$ cat config.mk
export PLATFORM = sky130hd
export DESIGN_NAME = huffman_block_sequencer
export DESIGN_NICKNAME = d
export VERILOG_FILES = /design/src/rtl/huffman_block_sequencer.sv
export SDC_FILE = /design/constraint.sdc
export NUM_CORES = 1
export LEC_CHECK = 0
export CAP_MARGIN = 20
export CORE_UTILIZATION = 27
export DETAILED_ROUTE_END_ITERATION = 8
export SYNTH_ARGS = -nofsm -noshare
export SYNTH_HDL_FRONTEND = slang
export SYNTH_SLANG_ARGS = --single-unit
$ cat constraint.sdc
create_clock -name clk -period 9.2 [get_ports clk]
set_input_delay 1.84 -clock clk [delete_from_list [all_inputs] [get_ports clk]]
set_output_delay 1.84 -clock clk [all_outputs]
set_load 0.005 [all_outputs]
$ cat src/rtl/huffman_block_sequencer.sv
// huffman_block_sequencer: drives Huffman_Decoder through one 8x8 block and emits nonzero coefficients with zig-zag index
// Ports: clk/rst (async active-high); start/dc_pred_clear control; bit_in/bit_valid/bit_ready serial stream;
// hd_* decoder handshake; coef_value/coef_index/coef_valid coefficient stream; block_done/busy/error status.
module huffman_block_sequencer #(
  parameter int COEF_W    = 12,
  parameter int BLOCK_LEN = 64
) (
  input  logic              clk,
  input  logic              rst,
  input  logic              start,
  input  logic              dc_pred_clear,
  input  logic              bit_in,
  input  logic              bit_valid,
  output logic              bit_ready,
  output logic              hd_ac_dc_flag,
  output logic              hd_next_bit,
  output logic              hd_is_new,
  input  logic [3:0]        hd_s_value,
  input  logic [3:0]        hd_r_value,
  input  logic              hd_done,
  output logic [COEF_W-1:0] coef_value,
  output logic [5:0]        coef_index,
  output logic              coef_valid,
  output logic              block_done,
  output logic              busy,
  output logic              error
);
  typedef enum logic [2:0] {IDLE, SYM, MAG, EMIT, DONE, ERR} state_t;
  localparam logic [6:0] K_END  = 7'(BLOCK_LEN);
  localparam logic [6:0] K_LAST = 7'(BLOCK_LEN - 1);
  state_t            state_q, state_d;
  logic [6:0]        k_q, k_d, k_s, k_z;
  logic [COEF_W-1:0] dc_pred_q, dc_pred_d, coef_value_q, coef_value_d;
  logic [3:0]        mag_cnt_q, mag_cnt_d, r_q, r_d;
  logic [10:0]       mag_shift_q, mag_shift_d;
  logic [5:0]        coef_index_q, coef_index_d;
  logic              hd_ac_dc_flag_q, hd_ac_dc_flag_d, coef_valid_q, coef_valid_d;
  logic              block_done_q, block_done_d, busy_q, busy_d, error_q, error_d;
  logic [COEF_W-1:0] lim, mag_ext, val;
  // The decoder only sees bits while a symbol is in flight; the hd_done cycle consumes nothing.
  assign bit_ready     = (state_q == SYM && !hd_done) || state_q == MAG;
  assign hd_is_new     = state_q == SYM && !hd_done && bit_valid;
  assign hd_next_bit   = state_q == SYM && bit_in;
  assign hd_ac_dc_flag = hd_ac_dc_flag_q;
  assign coef_value    = coef_value_q;
  assign coef_index    = coef_index_q;
  assign coef_valid    = coef_valid_q;
  assign block_done    = block_done_q;
  assign busy          = busy_q;
  assign error         = error_q;
  always_comb begin
    state_d = state_q;
    k_d = k_q;
    dc_pred_d = dc_pred_q;
    mag_cnt_d = mag_cnt_q;
    mag_shift_d = mag_shift_q;
    r_d = r_q;
    hd_ac_dc_flag_d = hd_ac_dc_flag_q;
    coef_value_d = coef_value_q;
    coef_index_d = coef_index_q;
    coef_valid_d = 1'b0;
    block_done_d = 1'b0;
    busy_d = busy_q;
    error_d = error_q;
    k_s = k_q + 7'(hd_s_value);
    k_z = k_q + 7'd16;
    case (state_q)
      IDLE: begin
        if (dc_pred_clear) dc_pred_d = '0;
        if (start) begin
          error_d = 1'b0;
          k_d = '0;
          hd_ac_dc_flag_d = 1'b1;
          busy_d = 1'b1;
          state_d = SYM;
        end
      end
      SYM: if (hd_done) begin
        r_d = hd_r_value;
        mag_cnt_d = hd_r_value;
        mag_shift_d = '0;
        if (hd_ac_dc_flag_q) state_d = hd_r_value > 4'd11 ? ERR : (hd_r_value == 4'd0 ? EMIT : MAG);
        else if (hd_r_value != 4'd0) begin
          k_d = k_s;
          state_d = k_s > K_LAST ? ERR : MAG;
        end else if (hd_s_value == 4'd0) state_d = DONE;
        else if (hd_s_value == 4'hf) begin
          k_d = k_z;
          state_d = k_z > K_LAST ? ERR : SYM;
        end else state_d = ERR;
      end
      MAG: if (bit_valid) begin
        mag_shift_d = {mag_shift_q[9:0], bit_in};
        mag_cnt_d = mag_cnt_q - 4'd1;
        if (mag_cnt_q == 4'd1) state_d = EMIT;
      end
      EMIT: state_d = k_q == K_END ? DONE : SYM;
      default: state_d = IDLE;
    endcase
    // lim = 2^r - 1; a clear top magnitude bit marks a negative value.
    lim = (COEF_W'(1) << r_d) - COEF_W'(1);
    mag_ext = COEF_W'(mag_shift_d);
    val = |(mag_ext & lim & ~(lim >> 1)) ? mag_ext : mag_ext - lim;
    // Coefficient registers load on entry so coef_valid is high during the EMIT cycle.
    if (state_d == EMIT) begin
      coef_valid_d = 1'b1;
      hd_ac_dc_flag_d = 1'b0;
      coef_value_d = hd_ac_dc_flag_q ? dc_pred_q + val : val;
      coef_index_d = hd_ac_dc_flag_q ? 6'd0 : k_q[5:0];
      k_d = hd_ac_dc_flag_q ? 7'd1 : k_q + 7'd1;
      dc_pred_d = hd_ac_dc_flag_q ? dc_pred_q + val : dc_pred_q;
    end
    if (state_d == DONE) begin
      block_done_d = 1'b1;
      busy_d = 1'b0;
      hd_ac_dc_flag_d = 1'b0;
    end
    if (state_d == ERR) begin
      error_d = 1'b1;
      busy_d = 1'b0;
      hd_ac_dc_flag_d = 1'b0;
    end
  end
  always_ff @(posedge clk or posedge rst) begin
    if (rst) begin
      state_q <= IDLE;
      k_q <= '0;
      dc_pred_q <= '0;
      mag_cnt_q <= '0;
      mag_shift_q <= '0;
      r_q <= '0;
      hd_ac_dc_flag_q <= 1'b0;
      coef_value_q <= '0;
      coef_index_q <= '0;
      coef_valid_q <= 1'b0;
      block_done_q <= 1'b0;
      busy_q <= 1'b0;
      error_q <= 1'b0;
    end else begin
      state_q <= state_d;
      k_q <= k_d;
      dc_pred_q <= dc_pred_d;
      mag_cnt_q <= mag_cnt_d;
      mag_shift_q <= mag_shift_d;
      r_q <= r_d;
      hd_ac_dc_flag_q <= hd_ac_dc_flag_d;
      coef_value_q <= coef_value_d;
      coef_index_q <= coef_index_d;
      coef_valid_q <= coef_valid_d;
      block_done_q <= block_done_d;
      busy_q <= busy_d;
      error_q <= error_d;
    end
  end
endmodule
; Yosys cells after proc, flatten, opt, wreduce, memory -nomap -nowiden
; Cells that the tools add are included.
[totals]
regBits = 64
in_bits = 15
out_inout_bits = 26
elab_cells = 120
[classes]
add_sub_neg = 7
n_lt_le_gt_ge = 3
eq_ne = 17
n_shift = 1
mux = 50
bitwise = 3
n_reduce_logical = 26
[op_table]
columns = cell, n
row1 = 12-bit 2-to-1 mux, 6
row2 = 7-bit 2-to-1 mux, 8
row3 = 3-bit 2-to-1 mux, 12
row4 = 11-bit 2-to-1 mux, 2
row5 = 11-bit one-hot mux with 2 select lines, 1
row6 = 4-bit 2-to-1 mux, 4
row7 = 7-bit by 6-bit greater-than comparator with 1-bit output (second input constant), 2
row8 = 7-bit one-hot mux with 2 select lines, 1
row9 = 1-bit 2-to-1 mux, 13
row10 = 12-bit adder, 1
row11 = 11-bit by 12-bit AND with 12-bit output, 1
row12 = 12-bit AND, 1
row13 = 11-bit inverter with 12-bit output, 1
row14 = 3-bit one-hot mux with 4 select lines, 1
row15 = 4-bit nonzero test, 3
row16 = 12-bit OR reduction, 1
row17 = 1-bit by 4-bit << shifter with 12-bit output (first input constant), 1
row18 = 11-bit by 12-bit subtractor with 12-bit output, 1
row19 = 12-bit by 2-bit subtractor with 12-bit output (second input constant), 1
row20 = 2-bit nonzero test, 5
row21 = 3-bit by 2-bit equality test with 1-bit output (second input constant), 3
row22 = 3-bit nonzero test, 3
row23 = 4-bit zero test, 2
row24 = 4-bit one-hot mux with 2 select lines, 1
row25 = 23 further kinds, 32

; Logic depth before layout (Yosys ltp)
; Gate-level depths: netlist (run 1).
[logic_depth]
word_depth = 13
depth_mapped = 31
ltp_nobuf = 27

; Least setup slack after synthesis (run 1)
; No wires, ideal clock.
[synth_path]
path_type = input to register
from = input hd_done
to = register coef_value_q[10] (netlist: coef_value[10])
setup_time_ns = 0.126
arrival_time_ns = 6.827
t_required_ns = 9.074
setup_slack_ns = 2.247
stages = 31
n_path_buf = 4
path_cell_list = and4bb_2 > buf_2 > buf_1 > nand2_1 > nand2_1 > nand3_1 > ha_1 > buf_2 > o21ai_0 > nand3_1 > a32oi_1 > inv_1 > ha_1 > a221oi_1 > nor3_1 > a221oi_2 > nand4_1 > nor2_2 > buf_6 > mux2_4 > ha_1 > inv_1 > fa_1 > nor2b_1 > o21ai_0 > a21o_1 > a31oi_1 > a31oi_1 > xnor2_1 > and2_1 > a221o_1
[synth_via]
elab_chain_len = 10
word_cells_on_any_way = 17
[synth_lines]
columns = element, line
row1 = start: declaration, 20  ; input logic hd_done,
row2 = 4-bit 2-to-1 mux *, 78  ; SYM: if (hd_done) begin
row3 = 4-bit 2-to-1 mux *, 67  ; case (state_q)
row4 = named net r_d[0], 34  ; logic [3:0] mag_cnt_q, mag_cnt_d, r_q, r_d;
row5 = 1-bit by 4-bit << shifter with 12-bit output *, 101  ; lim = (COEF_W'(1) << r_d) - COEF_W'(1);
row6 = 12-bit by 2-bit subtractor with 12-bit output *, 101
row7 = "parallel branches: the longest is 3 deep, another holds 11-bit by 12-bit subtractor with 12-bit output", -
row8 = 12-bit 2-to-1 mux *, 103  ; val = |(mag_ext & lim & ~(lim >> 1)) ? mag_ext : mag_ext - lim;
row9 = 12-bit adder, 108  ; coef_value_d = hd_ac_dc_flag_q ? dc_pred_q + val : val;
row10 = 12-bit 2-to-1 mux *, 108
row11 = end signal: assignment, 147  ; coef_value_q <= coef_value_d;
row12 = end: declaration, 33  ; logic [COEF_W-1:0] dc_pred_q, dc_pred_d, coef_value_q, coef_value_d;
; Mark *: on every way through the listed nets, which the timed path passes.
; A chain may end at the register's enable or synchronous reset.

; Worst setup path in the final report (run 1)
[layout_path]
from = input hd_done
to = register coef_value_q[10] (netlist: coef_value[10])
[layout_via]
elab_chain_len = 10
word_cells_on_any_way = 17
[layout_lines]
columns = element
row1 = "parallel branches: the longest is 10 deep, another holds 12-bit by 2-bit subtractor with 12-bit output"
; Parallel ways; which one is timed is not known.

==> impl_metrics.toml, run 1 <==
[synth]
async_flop_share_pct = 100
syn_avg_cell_area_um2 = 9.04
yosysWarnings = 0
ys_seq_elements = 64
yosysSeqAreaShare_pct = 30.8
synth_cell_type_count = 76
synthCells = 575
netlist_area_um2 = 5200
synth_edf_count = 0
synth_nets = 640
synth_ff_type = "dfrtp_1"

[worst_hold_path]
hold_class = "reg -> reg"

[sta]
finalHoldViolations = 0
skew_ps = 6.84
clock.fmax_ghz = 0.127
rsz0062_at_grt = "false"
min_period_over_period_pct = 85.9
setup_viol = 0
setup_tns_ps = 0
maxSlewViolCount = 0
slew_headroom_pct = 35.6
fin_crit_ps = 7900
tightest_slew_ps = 963

[setup_path]
crit_arrival_ps = 8120
crit_type = "in -> reg"
end_kind = "flop"
crit_path_start_kind = "primary input"
r2r_setup_slack_ps = 2870
cp.required_ps = 9420
crit_fanout = 15

[placement]
dp_hpwl_um = 9910
place.gp.congestion = 0.855
io_buffers = 40

[cts]
cts_buffers = 9
cts_tree = "done"
ctsResizeCount = 0
cts_setup_buffers = 0
hold_buffers = 0
clkLatencyLatePin_ps = 330
h-tree-depth = 3
clockBufferDepth = 2
root_buffer = "clkbuf_16"
clk_pin_slew_ps = 60
clock_sinks = 64

[drt]
dr.first_iter.drc_count = 436
antenna_left = 0
vias_per_cell = 5.24
vias = 4442
drcViolationCount = 0
first_pass_iters = 5
finalWirelength_um = 13500
wl_per_cell_um = 15.9

[grt]
grt_max_degree = 65
antenna_found_initial = 0
grt_pass1_wl_um = 22200
grt_usage_pct = 14.0
grt_overflow_total = 0
grt_pass1_vias = 4270

[pwr]
total_power_mw = 2.31
power_density_nw_per_um2 = 374
leakage_nw = 2.83
ir_drop_mv = 0.124

[final_layout]
final_nets = 673
syn_to_final_growth_pct = 18.8
insertedDiodeCount = 0
drive_above_1_share_pct = 9.95
fill_cells = 1927

[floorplan]
start_util_pct = 27.7
coreArea_um2 = 18800
die-height_um = 141
die_area_um2 = 19800
row_count = 50
ios = 41
die_x_um = 141

[outcome]
status = "complete, no violations"

[run]
drv_cap = 0
-- cell usage in the layout, fill, tap and decap left out, types with 15 or more instances in the layout --
cell and n:
a22o_1 24, o21ai_0 24, xor2_1 15, nand3_1 22
nor2_1 34, nand2_1 47, ha_1 47, dfrtp_1 64
a21o_1 17, inv_1 38, nor3_1 18, a21oi_1 24
clkdlybuf4s50_1 40
-- registers in the layout, indices dropped and copies added (netlist names) --
| name | cells |
|---|---|
| r_q | 4 |
| hd_ac_dc_flag | 1 |
| mag_cnt_q | 4 |
| busy | 1 |
| block_done | 1 |
| mag_shift_q | 11 |
| coef_index | 6 |
| state_q | 3 |
| dc_pred_q | 12 |
| error | 1 |
| k_q | 7 |
| coef_value | 12 |
| coef_valid | 1 |
-- where the power goes --
group	switching [mW]	internal, mW	leakage [nW]
logic	0.766	0.637	1.82
clock network	0.140	0.268	0.171
registers	0.112	0.385	0.835
-- metrics by stage --
stage / setup WS [ps] / utilization, % / instances / hold WS, ps / area, um2
floorplan: 2250 / - / 575 / 456 / 5200
global placement: 1160 / 30.9 / 829 / 457 / 5810
detailed placement: 1010 / 30.9 / 829 / 463 / 5810
CTS: 1350 / 32.8 / 845 / 477 / 6160
global route: 787 / 32.9 / 847 / 492 / 6180
finish: 1300 / 32.9 / 847 / 469 / 6180
-- logic make-up (layout without fill, tap and decap cells) --
kind of cell	Yosys count	in the layout	synth area share, %
adder cells (fa/ha/maj)	50	50	12.5
AND/OR/NAND/NOR	193	193	19.5
multiplexers	17	17	5.13
buffers and inverters	69	107	5.68
flip-flops	64	64	30.8
AO/OA/AOI/OAI	160	160	22.7
XOR/XNOR	22	22	3.71
-- cell type report --
type,instances,area (um2),share of cell area (%)
multi-input combinational,442,3300,53.5
sequential,64,1600,25.9
timing repair buffer,49,472,7.64
tap,234,293,4.74
clock buffer,9,225,3.65
inverter,42,158,2.55
clock inverter,7,125,2.03
-- worst paths after layout --
path / from / end / cells after the start
hold reg to reg: coef_index[3] / coef_index[3] / 2
min in group asynchronous: rst / coef_value[10] / 3
hold / removal: coef_index[3] / coef_index[3] / 2
setup / recovery: hd_done / coef_value[10] / 28
max in group asynchronous: rst / busy / 3
setup reg to reg: state_q[2] / coef_value[10] / 27
-- layer usage --
metal | wire length (um) | global-route usage (%)
met2 | 6190 | 22.4
met1 | 6640 | 19.5
met4 | 106 | 3.26
met5 | 0 | 0
met3 | 524 | 2.58
-- critical path: stages --
cell	delay, ps
clkdlybuf4s50_1	560
nand4bb_1	530
mux2i_4	430
nand3_1	130
ha_1	440
or4_1	180
nand3_1	70
a32oi_1	360
inv_1	80
ha_1	200
a221oi_1	250
nor3_1	90
a221oi_2	180
nand4_1	180
nor2_2	130
buf_4	240
mux2_4	200
ha_1	170
inv_1	60
fa_1	370
nor2b_1	150
o21ai_0	120
a21o_1	210
a31oi_1	230
a31oi_1	140
xnor2_1	150
and2_1	160
a221o_1	250
-- cells in the mapped netlist, types with 7 or more instances --
master	n	share of area, %
a21o_1	17	2.5
a21oi_1	24	2.3
a221o_1	9	1.7
a22o_1	24	4.0
and2_1	11	1.3
buf_2	11	1.1
clkbuf_1	11	0.79
dfrtp_1	64	31
ha_1	47	11
inv_1	39	2.8
mux2_4	11	3.2
nand2_1	47	3.4
nand3_1	22	2.1
nand4_1	7	0.84
nor2_1	34	2.5
nor2b_1	7	0.84
nor3_1	18	1.7
o211ai_1	7	1.0
o21ai_0	24	2.3
o31ai_1	7	1.0
xnor2_1	7	1.2
xor2_1	15	2.5
Note: power is estimated with default switching activity, not from simulation.
==> run 2: changes to the inputs <==
Settings changed: TNS_END_PERCENT set to 30.
Clock period 9.2 ns to 8.5 ns, I/O delays scaled along.
==> run 2 against run 1 <==
Net effect:
- cell area is 0.87% lower
- non-clock buffer count rose by 2
- global-route usage is 0.15 points higher
- cell count up 0.24%
- critical path type unchanged
- sequential cell count unchanged
- sequential power up 7.8%
- critical path depth unchanged
- worst hold slack worse by 8.4 ps
- power is 4.6% higher
- combinational power grew 9%
==> impl_metrics.toml, run 2 (same netlist as run 1, synthesis figures left out) <==
[final_layout]
fin_cells = 849
layout_common_cells = "dfrtp_1 (64), nand2_1 (47), ha_1 (47), clkdlybuf4s50_1 (40), inv_1 (38)"
final_nets = 675
insertedDiodeCount = 0
mostFrequentLayoutCell = "dfrtp_1"
drive_above_1_share_pct = 9.76
syn_to_final_growth_pct = 17.8
fin_util_pct = 32.6

[drt]
first_pass_iters = 4
vias_per_cell = 5.24
drcViolationCount = 0
wl_per_cell_um = 15.8
dr.first_iter.drc_count = 239
finalWirelength_um = 13400
vias = 4446
antenna_left = 0

[setup_path]
crit_arrival_ps = 7860
rr_worst_depth = 27
crit_type = "in -> reg"
end_kind = "flop"
crit_top_cell = "ha_1"
cp.required_ps = 8710
rr_startpoint = "state_q[2]"
r2r_setup_slack_ps = 2310
critPathMaxStageDelay_ps = 570
cp_top_family = "simple AND/OR/NAND/NOR gates"
crit_slowest_cell = "clkdlybuf4s50_1"
crit_path_start_kind = "primary input"
r2r-end = "coef_value[10]"
crit_fanout = 15
crit_buf_inv = 4

[sta]
skew_ps = 9.16
min_period_over_period_pct = 89.9
setup_viol = 0
rsz0062_at_grt = "false"
tightest_slew_ps = 904
clock.fmax_ghz = 0.131
finalHoldViolations = 0
maxSlewViolCount = 0
fin_crit_ps = 7640
slew_headroom_pct = 39.5
holdWs_ps = 460
setup_tns_ps = 0

[grt]
grt_max_degree = 65
grt_usage_pct = 14.2
grt_pass1_wl_um = 22300
grt_overflow_total = 0
grt_pass1_vias = 4308
antenna_found_initial = 0

[pwr]
leakage_nw = 2.81
ir_drop_mv = 0.104
power_density_nw_per_um2 = 394

[cts]
cts_tree = "done"
h-tree-depth = 3
hold_buffers = 0
clkLatencyLatePin_ps = 340
clockBufferDepth = 2
cts_setup_buffers = 0
clk_pin_slew_ps = 50
ctsResizeCount = 0
root_buffer = "clkbuf_16"
clock_sinks = 64
cts_buffers = 9

[run]
drv_cap = 0

[worst_hold_path]
hold_class = "reg -> reg"
min_to = "coef_index[2]"
hold_depth = 2
hold_start = "coef_index[2]"

[floorplan]
die_x_um = 141
ios = 41
die_area_um2 = 19800
coreArea_um2 = 18800
row_count = 50
start_util_pct = 27.7
die-height_um = 141

[placement]
io_buffers = 40
dp_hpwl_um = 10000
place.gp.congestion = 0.868
dp.cells = 831

[outcome]
status = "complete, no violations"
-- run 2: cell type report --
| cell class | instances | area [um2] |
|---|---|---|
| clock inverter | 4 | 45.0 |
| clock buffer | 12 | 236 |
| inverter | 42 | 158 |
| sequential | 64 | 1600 |
| tap | 234 | 293 |
| timing repair buffer | 51 | 487 |
| multi-input combinational | 442 | 3300 |
| fill | 1948 | 12600 |
-- run 2: power breakdown --
part           leakage, nW  switching, mW  internal, mW  total (mW)
Sequential           0.835          0.119         0.417       0.536
Combinational         1.83          0.826         0.691        1.52
Clock                0.140          0.135         0.226       0.361
Total                 2.81           1.08          1.33        2.41
-- run 2: worst reg2reg max path: cells and delay by family, from the launching register on --
family / cells / cell delay (ps)
AOI/OAI and AO/OA: 8 / 1700
buffers and inverters: 3 / 660
and+or+nand+nor: 11 / 1850
xor gates and xnor gates: 1 / 140
muxes: 1 / 320
DFF: 1 / 420
adders and majority gates: 3 / 980
-- run 2: worst max path at each step --
stage | from | end | slack [ps] | cells after the start
5_1_grt | hd_done | coef_value[10] | 370 | 28
3_5_place_dp | hd_done | coef_value[10] | 540 | 28
6_report | hd_done | coef_value[10] | 860 | 28
3_3_place_gp | hd_done | coef_value[10] | 690 | 28
4_1_cts | hd_done | coef_value[10] | 870 | 28
2_1_floorplan | hd_done | coef_value[10] | 1690 | 31
-- run 2: metal layers --
layer / GRT usage [%] / routed length (um) / vias up
li1: - / - / 2182
met1: 19.3 / 6690 / 2172
met2: 22.0 / 6070 / 79
met3: 2.92 / 456 / 13
met4: 5.09 / 208 / 0
met5: 0 / 0 / -
-- run 2: stage by stage --
stage                     instance area (um2)  worst slack (ps)  total power, mW
final                                    6120               859             2.41
after global routing                     6120               366             2.63
after CTS                                6100               872             2.42
after detailed placement                 5820               537             2.05
after global placement                   5820               687             2.04
after floorplan                          5200              1690             1.64
==> run 3: changes to the inputs <==
Settings changed: CORE_ASPECT_RATIO set to 0.5, DONT_BUFFER_PORTS set to 1.
==> run 3 against run 2 <==
Net effect:
- routed wire length grew 0.82%
- cell count shrank 2.2%
- die area increased by 0.17%
- via count down 2.8%
- register-to-register slack lost 170 ps
- count of clock-buffer cells in the layout shrank 2
- critical path type unchanged
- critical endpoint unchanged
- largest cell class unchanged
- largest power group unchanged
==> impl_metrics.toml, run 3 (same netlist as run 1, synthesis figures left out) <==
[outcome]
status = "complete, no violations"

[floorplan]
die_area_um2 = 19900
coreArea_um2 = 18600
die-height_um = 100
row_count = 35
ios = 41
die_x_um = 198
start_util_pct = 27.9

[pwr]
total_power_mw = 2.30
leakage_nw = 2.63
power_density_nw_per_um2 = 401
ir_drop_mv = 0.120

[drt]
vias_per_cell = 5.21
finalWirelength_um = 13500
wl_per_cell_um = 16.3
vias = 4323
antenna_left = 0
drcViolationCount = 0
dr.first_iter.drc_count = 287
first_pass_iters = 6

[worst_hold_path]
hold_class = "reg -> reg"
hold_depth = 1
min_to = "dc_pred_q[0]"
hold_start = "dc_pred_q[0]"

[setup_path]
crit_arrival_ps = 7420
cp.required_ps = 8720
crit_type = "in -> reg"
crit_slowest_cell = "ha_1"
r2r-end = "coef_value[10]"
rr_startpoint = "state_q[2]"
critPathMaxStageDelay_ps = 520
crit_path_start_kind = "primary input"
rr_worst_depth = 28
crit_fanout = 15
crit_top_cell = "ha_1"
cp_top_family = "compound AO/OA/AOI/OAI gates"
end_kind = "flop"
r2r_setup_slack_ps = 2140
crit_buf_inv = 4

[cts]
hold_buffers = 0
cts_tree = "done"
clkLatencyLatePin_ps = 330
cts_buffers = 9
h-tree-depth = 3
clockBufferDepth = 2
cts_setup_buffers = 0
ctsResizeCount = 0
clock_sinks = 64
root_buffer = "clkbuf_16"
clk_pin_slew_ps = 60

[run]
drv_cap = 0

[final_layout]
final_nets = 631
layout_common_cells = "dfrtp_1 (64), nand2_1 (47), ha_1 (47), inv_1 (38), nor2_1 (34)"
mostFrequentLayoutCell = "dfrtp_1"
insertedDiodeCount = 0
syn_to_final_growth_pct = 10.1
final_design_area_no_fill_um2 = 5730
drive_above_1_share_pct = 10.3
fin_util_pct = 30.8

[sta]
rsz0062_at_grt = "false"
clock.fmax_ghz = 0.139
fin_crit_ps = 7210
maxSlewViolCount = 0
setup_viol = 0
finalHoldViolations = 0
setup_tns_ps = 0
skew_ps = 6.73
slew_headroom_pct = 40.2
min_period_over_period_pct = 84.8
tightest_slew_ps = 894

[grt]
grt_usage_pct = 14.1
antenna_found_initial = 1
grt_pass1_vias = 4104
grt_overflow_total = 0
grt_pass1_wl_um = 22400
grt_max_degree = 65

[placement]
dp_hpwl_um = 10100
place.gp.congestion = 0.938
placed_area_um2 = 5420
io_buffers = 0
-- run 3: how the worst max path moves through the flow --
stage	from	end	slack (ps)	cells after the start
global placement	hd_done	coef_value[10]	1250	28
floorplan	hd_done	coef_value[10]	1690	31
global route	hd_done	coef_value[10]	740	28
detailed placement	hd_done	coef_value[10]	960	28
CTS	hd_done	coef_value[10]	1310	28
finish	hd_done	coef_value[10]	1290	28
-- run 3: per-layer routing --
layer | wire, um | up-vias | track usage, %
met1 | 6820 | 2120 | 20.5
met3 | 599 | 9 | 2.12
li1 | - | 2098 | -
met2 | 6000 | 96 | 22.1
met4 | 108 | 0 | 3.16
met5 | 0 | - | 0
-- run 3: metrics by stage --
stage	setup slack, ps	instances	hold slack, ps
3_5_place_dp	965	812	472
3_3_place_gp	1250	812	467
5_1_grt	736	830	494
6_report	1290	830	483
4_1_cts	1310	828	486
2_1_floorplan	1690	575	456
-- run 3: report_power, final --
| part | switching (mW) | internal (mW) | leakage (nW) |
|---|---|---|---|
| clock network | 0.146 | 0.206 | 0.131 |
| registers | 0.140 | 0.417 | 0.835 |
| logic | 0.789 | 0.602 | 1.66 |
-- run 3: area by class of cell --
cell class                 count  area [um2]
fill                        1949       12900
multi-input combinational    442        3300
sequential                    64        1600
tap                          259         324
clock buffer                  10         239
inverter                      42         158
timing repair buffer           7        56.3
clock inverter                 6        45.0
